$ cat config.mk
export PLATFORM = sky130hd
export DESIGN_NAME = change_dispenser
export DESIGN_NICKNAME = d
export VERILOG_FILES = /design/src/rtl/vend_pkg.sv /design/src/rtl/pulse_timer.sv /design/src/rtl/change_dispenser.sv
export SDC_FILE = /design/constraint.sdc
export NUM_CORES = 1
export LEC_CHECK = 0
export ABC_AREA = 1
export BUFFER_PORTS_ARGS = -buffer_cell sky130_fd_sc_hd__buf_2
export CAP_MARGIN = 0
export CORE_UTILIZATION = 55
export DETAILED_ROUTE_END_ITERATION = 16
export PLACE_DENSITY = 0.74
export SKIP_LAST_GASP = 1
export SLEW_MARGIN = 20
export SYNTH_ARGS = -nofsm -noshare
export SYNTH_HDL_FRONTEND = slang
export SYNTH_SLANG_ARGS = --single-unit
$ cat constraint.sdc
create_clock -name clk -period 3.5 [get_ports clk]
set_clock_uncertainty 0.2 [all_clocks]
set_input_delay 0.35 -clock clk [delete_from_list [all_inputs] [get_ports clk]]
set_output_delay 0.35 -clock clk [all_outputs]
set_load 0.02 [all_outputs]
$ cat src/rtl/vend_pkg.sv
// ============================================================================
// Module : vend_pkg
// Brief  : Shared state encoding, coin values and limits for change_dispenser.
// Rev    : 1.0  initial release
// ============================================================================
`default_nettype none

package vend_pkg;

    localparam int unsigned TIMER_W = 4;

    localparam logic [2:0] COIN2_VAL  = 3'd2;
    localparam logic [2:0] COIN1_VAL  = 3'd1;
    localparam logic [2:0] MAX_RETURN = 3'd4;

    typedef enum logic [2:0] {
        ST_IDLE  = 3'd0,
        ST_VEND  = 3'd1,
        ST_COIN2 = 3'd2,
        ST_COIN1 = 3'd3,
        ST_GAP   = 3'd4
    } state_t;

endpackage : vend_pkg

`default_nettype wire

$ cat src/rtl/pulse_timer.sv
// ============================================================================
// Module : pulse_timer
// Brief  : Loadable down-counter; done is high while the count is zero.
// Rev    : 1.0  initial release
// ============================================================================
`default_nettype none

module pulse_timer
    import vend_pkg::*;
(
    input  logic               clk,
    input  logic               reset,
    input  logic               load,
    input  logic [TIMER_W-1:0] load_val,
    input  logic               count,
    output logic               done
);

    logic [TIMER_W-1:0] r_cnt;

    always_ff @(posedge clk) begin
        if (reset) begin
            r_cnt <= '0;
        end else if (load) begin
            r_cnt <= load_val;
        end else if (count && (r_cnt != '0)) begin
            r_cnt <= r_cnt - 1'b1;
        end
    end

    assign done = (r_cnt == '0);

endmodule : pulse_timer

`default_nettype wire

$ cat src/rtl/change_dispenser.sv
// ============================================================================
// Module : change_dispenser
// Brief  : Vends a drink then pays change greedily in 2c/1c hopper pulses.
//          Optional audit counters enabled by defining COIN_AUDIT_EN.
// Rev    : 1.0  initial release
// ============================================================================
`default_nettype none

module change_dispenser
    import vend_pkg::*;
#(
    parameter int PULSE_LEN = 2,
    parameter int GAP_LEN   = 1
)
(
    input  logic       clk,
    input  logic       reset,
    input  logic       d,
    input  logic [2:0] r,
    output logic       vend,
    output logic       coin2,
    output logic       coin1,
    output logic       busy,
    output logic       overrun,
    output logic       err
`ifdef COIN_AUDIT_EN
    ,
    output logic [7:0] vend_count,
    output logic [7:0] cents_count
`endif
);

    // The timer holds (length - 1) so a state lasts until the count hits zero.
    localparam logic [TIMER_W-1:0] C_PULSE_LOAD = TIMER_W'(PULSE_LEN - 1);
    localparam logic [TIMER_W-1:0] C_GAP_LOAD   = TIMER_W'(GAP_LEN - 1);

    state_t             r_state;
    state_t             w_next_state;
    logic [2:0]         r_remaining;
    logic [2:0]         w_next_remaining;
    logic               w_t_load;
    logic [TIMER_W-1:0] w_t_val;
    logic               w_t_count;
    logic               w_t_done;
    logic               w_err_next;
    logic               w_ovr_next;

    pulse_timer u_timer (
        .clk      (clk),
        .reset    (reset),
        .load     (w_t_load),
        .load_val (w_t_val),
        .count    (w_t_count),
        .done     (w_t_done)
    );

    always_ff @(posedge clk) begin
        if (reset) begin
            r_state     <= ST_IDLE;
            r_remaining <= 3'd0;
            vend        <= 1'b0;
            coin2       <= 1'b0;
            coin1       <= 1'b0;
            busy        <= 1'b0;
            overrun     <= 1'b0;
            err         <= 1'b0;
        end else begin
            r_state     <= w_next_state;
            r_remaining <= w_next_remaining;
            vend        <= (w_next_state == ST_VEND);
            coin2       <= (w_next_state == ST_COIN2);
            coin1       <= (w_next_state == ST_COIN1);
            busy        <= (w_next_state != ST_IDLE);
            overrun     <= w_ovr_next;
            err         <= w_err_next;
        end
    end

    always_comb begin
        w_next_state     = r_state;
        w_next_remaining = r_remaining;
        w_t_load         = 1'b0;
        w_t_val          = '0;
        w_t_count        = 1'b0;
        w_err_next       = 1'b0;
        w_ovr_next       = 1'b0;

        case (r_state)
            ST_IDLE: begin
                if (d) begin
                    if (r > MAX_RETURN) begin
                        w_err_next = 1'b1;
                    end else begin
                        w_next_state     = ST_VEND;
                        w_next_remaining = r;
                        w_t_load         = 1'b1;
                        w_t_val          = C_PULSE_LOAD;
                    end
                end
            end
            ST_VEND: begin
                if (w_t_done) begin
                    w_next_state = ST_GAP;
                    w_t_load     = 1'b1;
                    w_t_val      = C_GAP_LOAD;
                end else begin
                    w_t_count = 1'b1;
                end
            end
            ST_COIN2: begin
                if (w_t_done) begin
                    if (r_remaining >= COIN2_VAL) begin
                        w_next_remaining = r_remaining - COIN2_VAL;
                    end
                    w_next_state = ST_GAP;
                    w_t_load     = 1'b1;
                    w_t_val      = C_GAP_LOAD;
                end else begin
                    w_t_count = 1'b1;
                end
            end
            ST_COIN1: begin
                if (w_t_done) begin
                    if (r_remaining >= COIN1_VAL) begin
                        w_next_remaining = r_remaining - COIN1_VAL;
                    end
                    w_next_state = ST_GAP;
                    w_t_load     = 1'b1;
                    w_t_val      = C_GAP_LOAD;
                end else begin
                    w_t_count = 1'b1;
                end
            end
            ST_GAP: begin
                if (w_t_done) begin
                    if (r_remaining >= COIN2_VAL) begin
                        w_next_state = ST_COIN2;
                        w_t_load     = 1'b1;
                        w_t_val      = C_PULSE_LOAD;
                    end else if (r_remaining == COIN1_VAL) begin
                        w_next_state = ST_COIN1;
                        w_t_load     = 1'b1;
                        w_t_val      = C_PULSE_LOAD;
                    end else begin
                        w_next_state = ST_IDLE;
                    end
                end else begin
                    w_t_count = 1'b1;
                end
            end
            default: begin
                w_next_state     = ST_IDLE;
                w_next_remaining = 3'd0;
            end
        endcase

        // Requests arriving mid-transaction are dropped, not queued.
        if ((r_state != ST_IDLE) && d) begin
            w_ovr_next = 1'b1;
        end
    end

`ifdef COIN_AUDIT_EN
    always_ff @(posedge clk) begin
        if (reset) begin
            vend_count  <= 8'd0;
            cents_count <= 8'd0;
        end else begin
            if ((r_state != ST_VEND) && (w_next_state == ST_VEND)) begin
                vend_count <= vend_count + 8'd1;
            end
            if ((r_state == ST_COIN2) && w_t_done) begin
                cents_count <= cents_count + 8'(COIN2_VAL);
            end else if ((r_state == ST_COIN1) && w_t_done) begin
                cents_count <= cents_count + 8'(COIN1_VAL);
            end
        end
    end
`endif

endmodule : change_dispenser

`default_nettype wire

==> metrics.cfg, run 1 <==
[outcome]
status=complete, no violations

[setup_path]
reg2reg_from=u_timer.r_cnt[0]$_SDFFE_PP0P_
cp_max_fo=5
reg2regPathDepth=10
cp-end-kind=register
startpoint=u_timer.r_cnt[0]$_SDFFE_PP0P_
ff2ff_setup_slack_ns=1.79
crit_type=register to register
timing.rr.end=u_timer.r_cnt[0]$_SDFFE_PP0P_
crit_arrival_ns=1.70
cp-start-kind=register
critPathRequiredTime_ns=3.48
endpoint=u_timer.r_cnt[0]$_SDFFE_PP0P_

[cells_and_area]
final_cell_mix=23 x nand2_1, 23 x nor2_1, 17 x inv_1
drive_gt1_share_pct=22.6
fin_cells=162
final_area_um2=1020
areaGrowthSynthToFinish_pct=11.7
n_antenna_cell=0
final_nets=158

[sta]
finalCritPeriodShare_pct=49.0
maxSlewHeadroom_pct=78.7
fin_tns_setup_ns=0
period_minus_slack_ns=1.71
tightest_slew_ns=0.317
maxSlewViolCount=0
hold_violations=0
fmax_ghz=0.583
setup_viol=0
holdWs_ns=0.137
rsz0062_at_grt=no

[yosys]
synthXorXnorAreaFrac_pct=0.956
synth-seq-area-share_pct=35.0
netlist-cell-type-count=24
yosys.area_share.simple_pct=38.5
synthesis.nets=143
syn_area_um2=916
synth_fa_ha_area_share_pct=6.83
ys_ff_latch=16
async_reset_ff_share_pct=0
synth_top_family_by_area=simple AND/OR/NAND/NOR gates
ys.flop_type=dfxtp_1
avgSynthCellArea_um2=6.94
synthMuxAreaShare_pct=0
synth_edf_count=0
synth_compound_area_share_pct=9.70
syn-instance-count=132
ys_warn_count=0

[power]
switching_share_pct=34.5
seq_power_share_pct=44.4
internal-power_uw=312
switchingPower_uw=164
peakVddDrop_v=0.000413
p_per_area_nw_per_um2=465
clockPowerShare_pct=26.3
comb_power_share_pct=29.2
finalPower_uw=476
cellLeakagePower_nw=0.529

[placement]
place_congestion=0.861
dpl-instance-area_um2=987
dp_cells=158
hpwlAfterDp_mm=1.42
io_buffer_count=11

[clock_tree]
cts_resized=0
cts_buffer_depth=2
cts_tree=yes
cts_root_buf=clkbuf_4
post_cts_buffers=0
numCtsBuffers=3
clock_sinks=16
clock_latency_ns=0.29
clk_pin_slew_ns=0.10
h-tree-depth=1
cts_hold_buffers=0

[global_route]
grt_max_degree=11
grt_pass1_wl_mm=3.21
antenna_found_initial=0
grt_overflow_total=0
grt_pass1_vias=752
grtUsageTotal_pct=22.9

[routing]
vias=841
post-route-drc-count=0
wire_per_inst_um=11.1
avgViaCountPerCell=5.19
ant_nets=0
drt_iter0_drc=19
drtPass1Iterations=4
drt_wl_total_mm=1.81

[floorplan]
num_io_pins=12
rows=14
coreArea_um2=1520
die_w_um=42.8
start_util_pct=60.1
die_h_um=42.8
die_area_um2=1830

[job]
max-cap-violations=0

[worst_hold_path]
worstHoldPathCells=3
worstHoldPathType=primary input to register

worst max-delay path, stage by stage (launching register included):
cell	delay (ns)
dfxtp_1	0.39
inv_1	0.06
ha_1	0.21
nand2_2	0.10
nor2_4	0.05
inv_1	0.08
nand2_2	0.09
inv_1	0.13
nand2_1	0.08
a21oi_1	0.15
nor2_1	0.06
stage by stage:
step | setup slack (ns) | util [%]
global route | 1.65 | 67.2
finish | 1.79 | 67.2
detailed placement | 1.83 | 64.8
CTS | 1.78 | 67.2
floorplan | 1.96 | -
global placement | 1.87 | 64.8
synth_stat cells (3+ instances only):
cell / count / area share, %
nand2_1: 23 / 9.4
inv_2: 4 / 1.6
ha_1: 5 / 6.8
inv_1: 17 / 7.0
nor3_1: 4 / 2.2
nand3_2: 3 / 3.3
a21oi_1: 6 / 3.3
nand3_1: 7 / 3.8
dfxtp_1: 16 / 35
nand2_2: 5 / 3.4
nor2_1: 23 / 9.4
registers in the layout, indices dropped and copies added, names as in the netlist:
| signal | flops |
|---|---|
| r_remaining | 3 |
| u_timer.r_cnt | 4 |
| r_state | 3 |
| err | 1 |
| busy | 1 |
| overrun | 1 |
| vend | 1 |
| coin2 | 1 |
| coin1 | 1 |
worst min path at each step:
stage / from / end / slack (ns)
floorplan: r_remaining[0]$_SDFFE_PP0P_ / r_remaining[0]$_SDFFE_PP0P_ / 0.26
global placement: r_remaining[0]$_SDFFE_PP0P_ / r_remaining[0]$_SDFFE_PP0P_ / 0.28
detailed placement: r_remaining[0]$_SDFFE_PP0P_ / r_remaining[0]$_SDFFE_PP0P_ / 0.28
CTS: d / overrun$_SDFF_PP0_ / 0.14
global route: d / overrun$_SDFF_PP0_ / 0.16
finish: d / overrun$_SDFF_PP0_ / 0.14
cells by family (layout without fill, tap and decap cells):
kind of cell    Yosys count  after routing
buf+inv                  22             36
simple gates             73             73
xor+xnor                  1              1
flops                    16             16
compound gates           15             15
fa+ha+maj                 5              5
final cells by class:
| class | instances | area (µm²) |
|---|---|---|
| multi-input cells | 94 | 513 |
| fillers | 139 | 500 |
| flip-flops and latches | 16 | 320 |
| inverters | 21 | 78.8 |
| repair buffers | 11 | 55.1 |
| clock buffers | 4 | 36.3 |
| well taps | 16 | 20.0 |
per-layer routing:
metal	GRT usage [%]	wire, µm	part of all wire [%]	vias up
met3	5.53	74	4.1	2
met2	34.5	809	45	19
met1	33.0	908	50	371
li1	-	-	-	449
met4	5.00	13	0.72	0
met5	0	0	0	-
power by group through the flow:
stage	clock, mW	sequential [mW]	combinational, mW
final	0.125	0.212	0.139
after global routing	0.132	0.214	0.160
after CTS	0.126	0.211	0.140
after detailed placement	0	0.215	0.138
after global placement	0	0.215	0.135
after floorplan	0	0.218	0.106
Power figures use the tool's default switching activity.
==> run 2: changes to the inputs <==
Clock period 3.5 ns to 1.8 ns, I/O delays scaled along.
==> run 2 against run 1 <==
Fmax rose by 2.8%. Global-route usage did not move. Register-to-register slack got worse by 1.7 ns. Total power rose by 96%. Flip-flop and latch count did not move. First-iteration DRC count rose by 26%. Via count rose by 0.71%.
==> metrics.cfg, run 2 (synthesis results as in run 1) <==
[power]
finalPower_uw=935  ; +96%
cellLeakagePower_nw=0.532  ; +0.70%
p_per_area_nw_per_um2=897  ; +93%
clockPowerShare_pct=26.2  ; about the same
internal-power_uw=610  ; +96%
switching_share_pct=34.7  ; +0.23 points
seq_power_share_pct=44.0  ; -0.4 points
switchingPower_uw=324  ; +98%
peakVddDrop_v=0.000806  ; +95%
comb_power_share_pct=29.7  ; +0.5 points

[sta]
period_minus_slack_ns=1.67  ; -0.0472 ns
maxSlewHeadroom_pct=79.8  ; +1.0 points
rsz0062_at_grt=no
finalCritPeriodShare_pct=92.6  ; +44 points
fmax_ghz=0.600  ; +2.8%
setup_viol=0  ; unchanged
maxSlewViolCount=0  ; unchanged
fin_tns_setup_ns=0  ; unchanged
tightest_slew_ns=0.301  ; -0.0157 ns
hold_violations=0  ; unchanged

[setup_path]
critPathRequiredTime_ns=1.79  ; -1.69 ns
cp-start-kind=register
crit_type=register to register
cp_max_fo=5  ; unchanged
ff2ff_setup_slack_ns=0.13  ; -1.65 ns
crit_arrival_ns=1.65  ; -0.05 ns
cp-end-kind=register

[clock_tree]
clock_latency_ns=0.29  ; about the same
post_cts_buffers=0  ; unchanged
cts_tree=yes
clk_pin_slew_ns=0.10  ; about the same
h-tree-depth=1  ; unchanged
cts_buffer_depth=2  ; unchanged
numCtsBuffers=3  ; unchanged
cts_root_buf=clkbuf_4
clock_sinks=16  ; unchanged

[global_route]
grt_overflow_total=0  ; unchanged
grt_max_degree=11  ; unchanged
grt_pass1_vias=752  ; unchanged
grtUsageTotal_pct=22.9  ; unchanged
antenna_found_initial=0  ; unchanged
grt_pass1_wl_mm=3.21  ; unchanged

[cells_and_area]
n_antenna_cell=0  ; unchanged
fillers=137  ; -1.4%
areaGrowthSynthToFinish_pct=13.8
final_area_um2=1040  ; +1.8%
final_cell_mix=23 x nand2_1, 22 x nor2_1, 16 x inv_1
largest_reg_flops=4  ; unchanged
final_nets=159  ; +0.63%
multi_input_area_um2=520  ; +1.5%
reg.largest.list=u_timer.r_cnt (4), r_remaining (3), r_state (3)
regMostFlops=u_timer.r_cnt
drive_gt1_share_pct=24.5  ; +1.9 points
utilization_pct=68.4  ; +1.2 points
fin_cells=163  ; +0.62%
seq_area_um2=322  ; +0.39%
layout_commonest_cell=nand2_1

[routing]
vias=847  ; +0.71%
wire_per_inst_um=11.3  ; +1.0%
avgViaCountPerCell=5.20  ; about the same
drt_iter0_drc=24  ; +5
drtPass1Iterations=4  ; unchanged
post-route-drc-count=0  ; unchanged
ant_nets=0  ; unchanged
drt_wl_total_mm=1.84  ; +1.7%

[floorplan]
num_io_pins=12  ; unchanged
rows=14  ; unchanged
die_area_um2=1830  ; unchanged
die_h_um=42.8  ; unchanged
start_util_pct=60.1  ; unchanged
coreArea_um2=1520  ; unchanged
die_w_um=42.8  ; unchanged

[placement]
hpwlAfterDp_mm=1.42  ; unchanged
io_buffer_count=11  ; unchanged
dpl-instance-area_um2=987  ; unchanged
dp_cells=158  ; unchanged
place_congestion=0.861  ; unchanged

[worst_hold_path]
worstHoldPathType=primary input to register

[outcome]
status=complete, no violations

[job]
max-cap-violations=0  ; unchanged

==> run 2: cell count changes in the layout (fill, tap and decap cells not counted), sizes merged <==
cell and delta:
dlygate4sd3 +1
==> run 2: final timing paths <==
path	from	endpoint	cells after the start
worst max-delay path	u_timer.r_cnt[0]$_SDFFE_PP0P_	u_timer.r_cnt[0]$_SDFFE_PP0P_	10
worst min-delay path	r[2]	err$_SDFF_PP0_	3
worst max register to register	u_timer.r_cnt[0]$_SDFFE_PP0P_	u_timer.r_cnt[0]$_SDFFE_PP0P_	10
worst min register to register	r_remaining[0]$_SDFFE_PP0P_	r_remaining[0]$_SDFFE_PP0P_	2
==> run 2: through the flow <==
step | setup WS (ns) | hold slack, ns
after floorplan | 0.256 | 0.123
after global placement | 0.173 | 0.260
after detailed placement | 0.130 | 0.281
after CTS | 0.0815 | 0.0103
after global routing | 0.00335 | 0.0232
final | 0.133 | 0.0160
==> run 2: critical path, cell delays in order (launching register included) <==
cell and delay [ns]:
dfxtp_1 0.38, inv_1 0.06, ha_1 0.21, nand2_2 0.10, nor2_4 0.05, inv_1 0.08, nand2_2 0.10, inv_2 0.10
nand2_1 0.06, a21oi_1 0.15, nor2_1 0.06
==> run 2: power groups by stage <==
| stage | registers (mW) | logic (mW) | clock network [mW] |
|---|---|---|---|
| global route | 0.417 | 0.317 | 0.256 |
| floorplan | 0.424 | 0.207 | 0 |
| finish | 0.412 | 0.278 | 0.245 |
| detailed placement | 0.419 | 0.269 | 0 |
| CTS | 0.411 | 0.273 | 0.245 |
| global placement | 0.418 | 0.263 | 0 |
==> run 2: final cells by class <==
type                    count  area share, %
flip-flops and latches     16           30.9
multi-input cells          94           49.9
clock buffers               4           3.48
repair buffers             12           6.24
well taps                  16           1.92
inverters                  21           7.56
==> run 2: what timing repair did <==
| action | CTS | global route |
|---|---|---|
| resized for setup | 0 | 4 |
| endpoints found under the hold margin | 2 | 0 |
| hold buffers | 1 | 0 |
| setup endpoints to repair | 0 | 5 |
==> run 2: metal layers <==
| layer | wire length (µm) | vias up | track usage [%] |
|---|---|---|---|
| li1 | - | 452 | - |
| met2 | 819 | 24 | 34.5 |
| met4 | 13 | 0 | 5.00 |
| met5 | 0 | - | 0 |
| met1 | 918 | 369 | 33.0 |
| met3 | 84 | 2 | 5.53 |
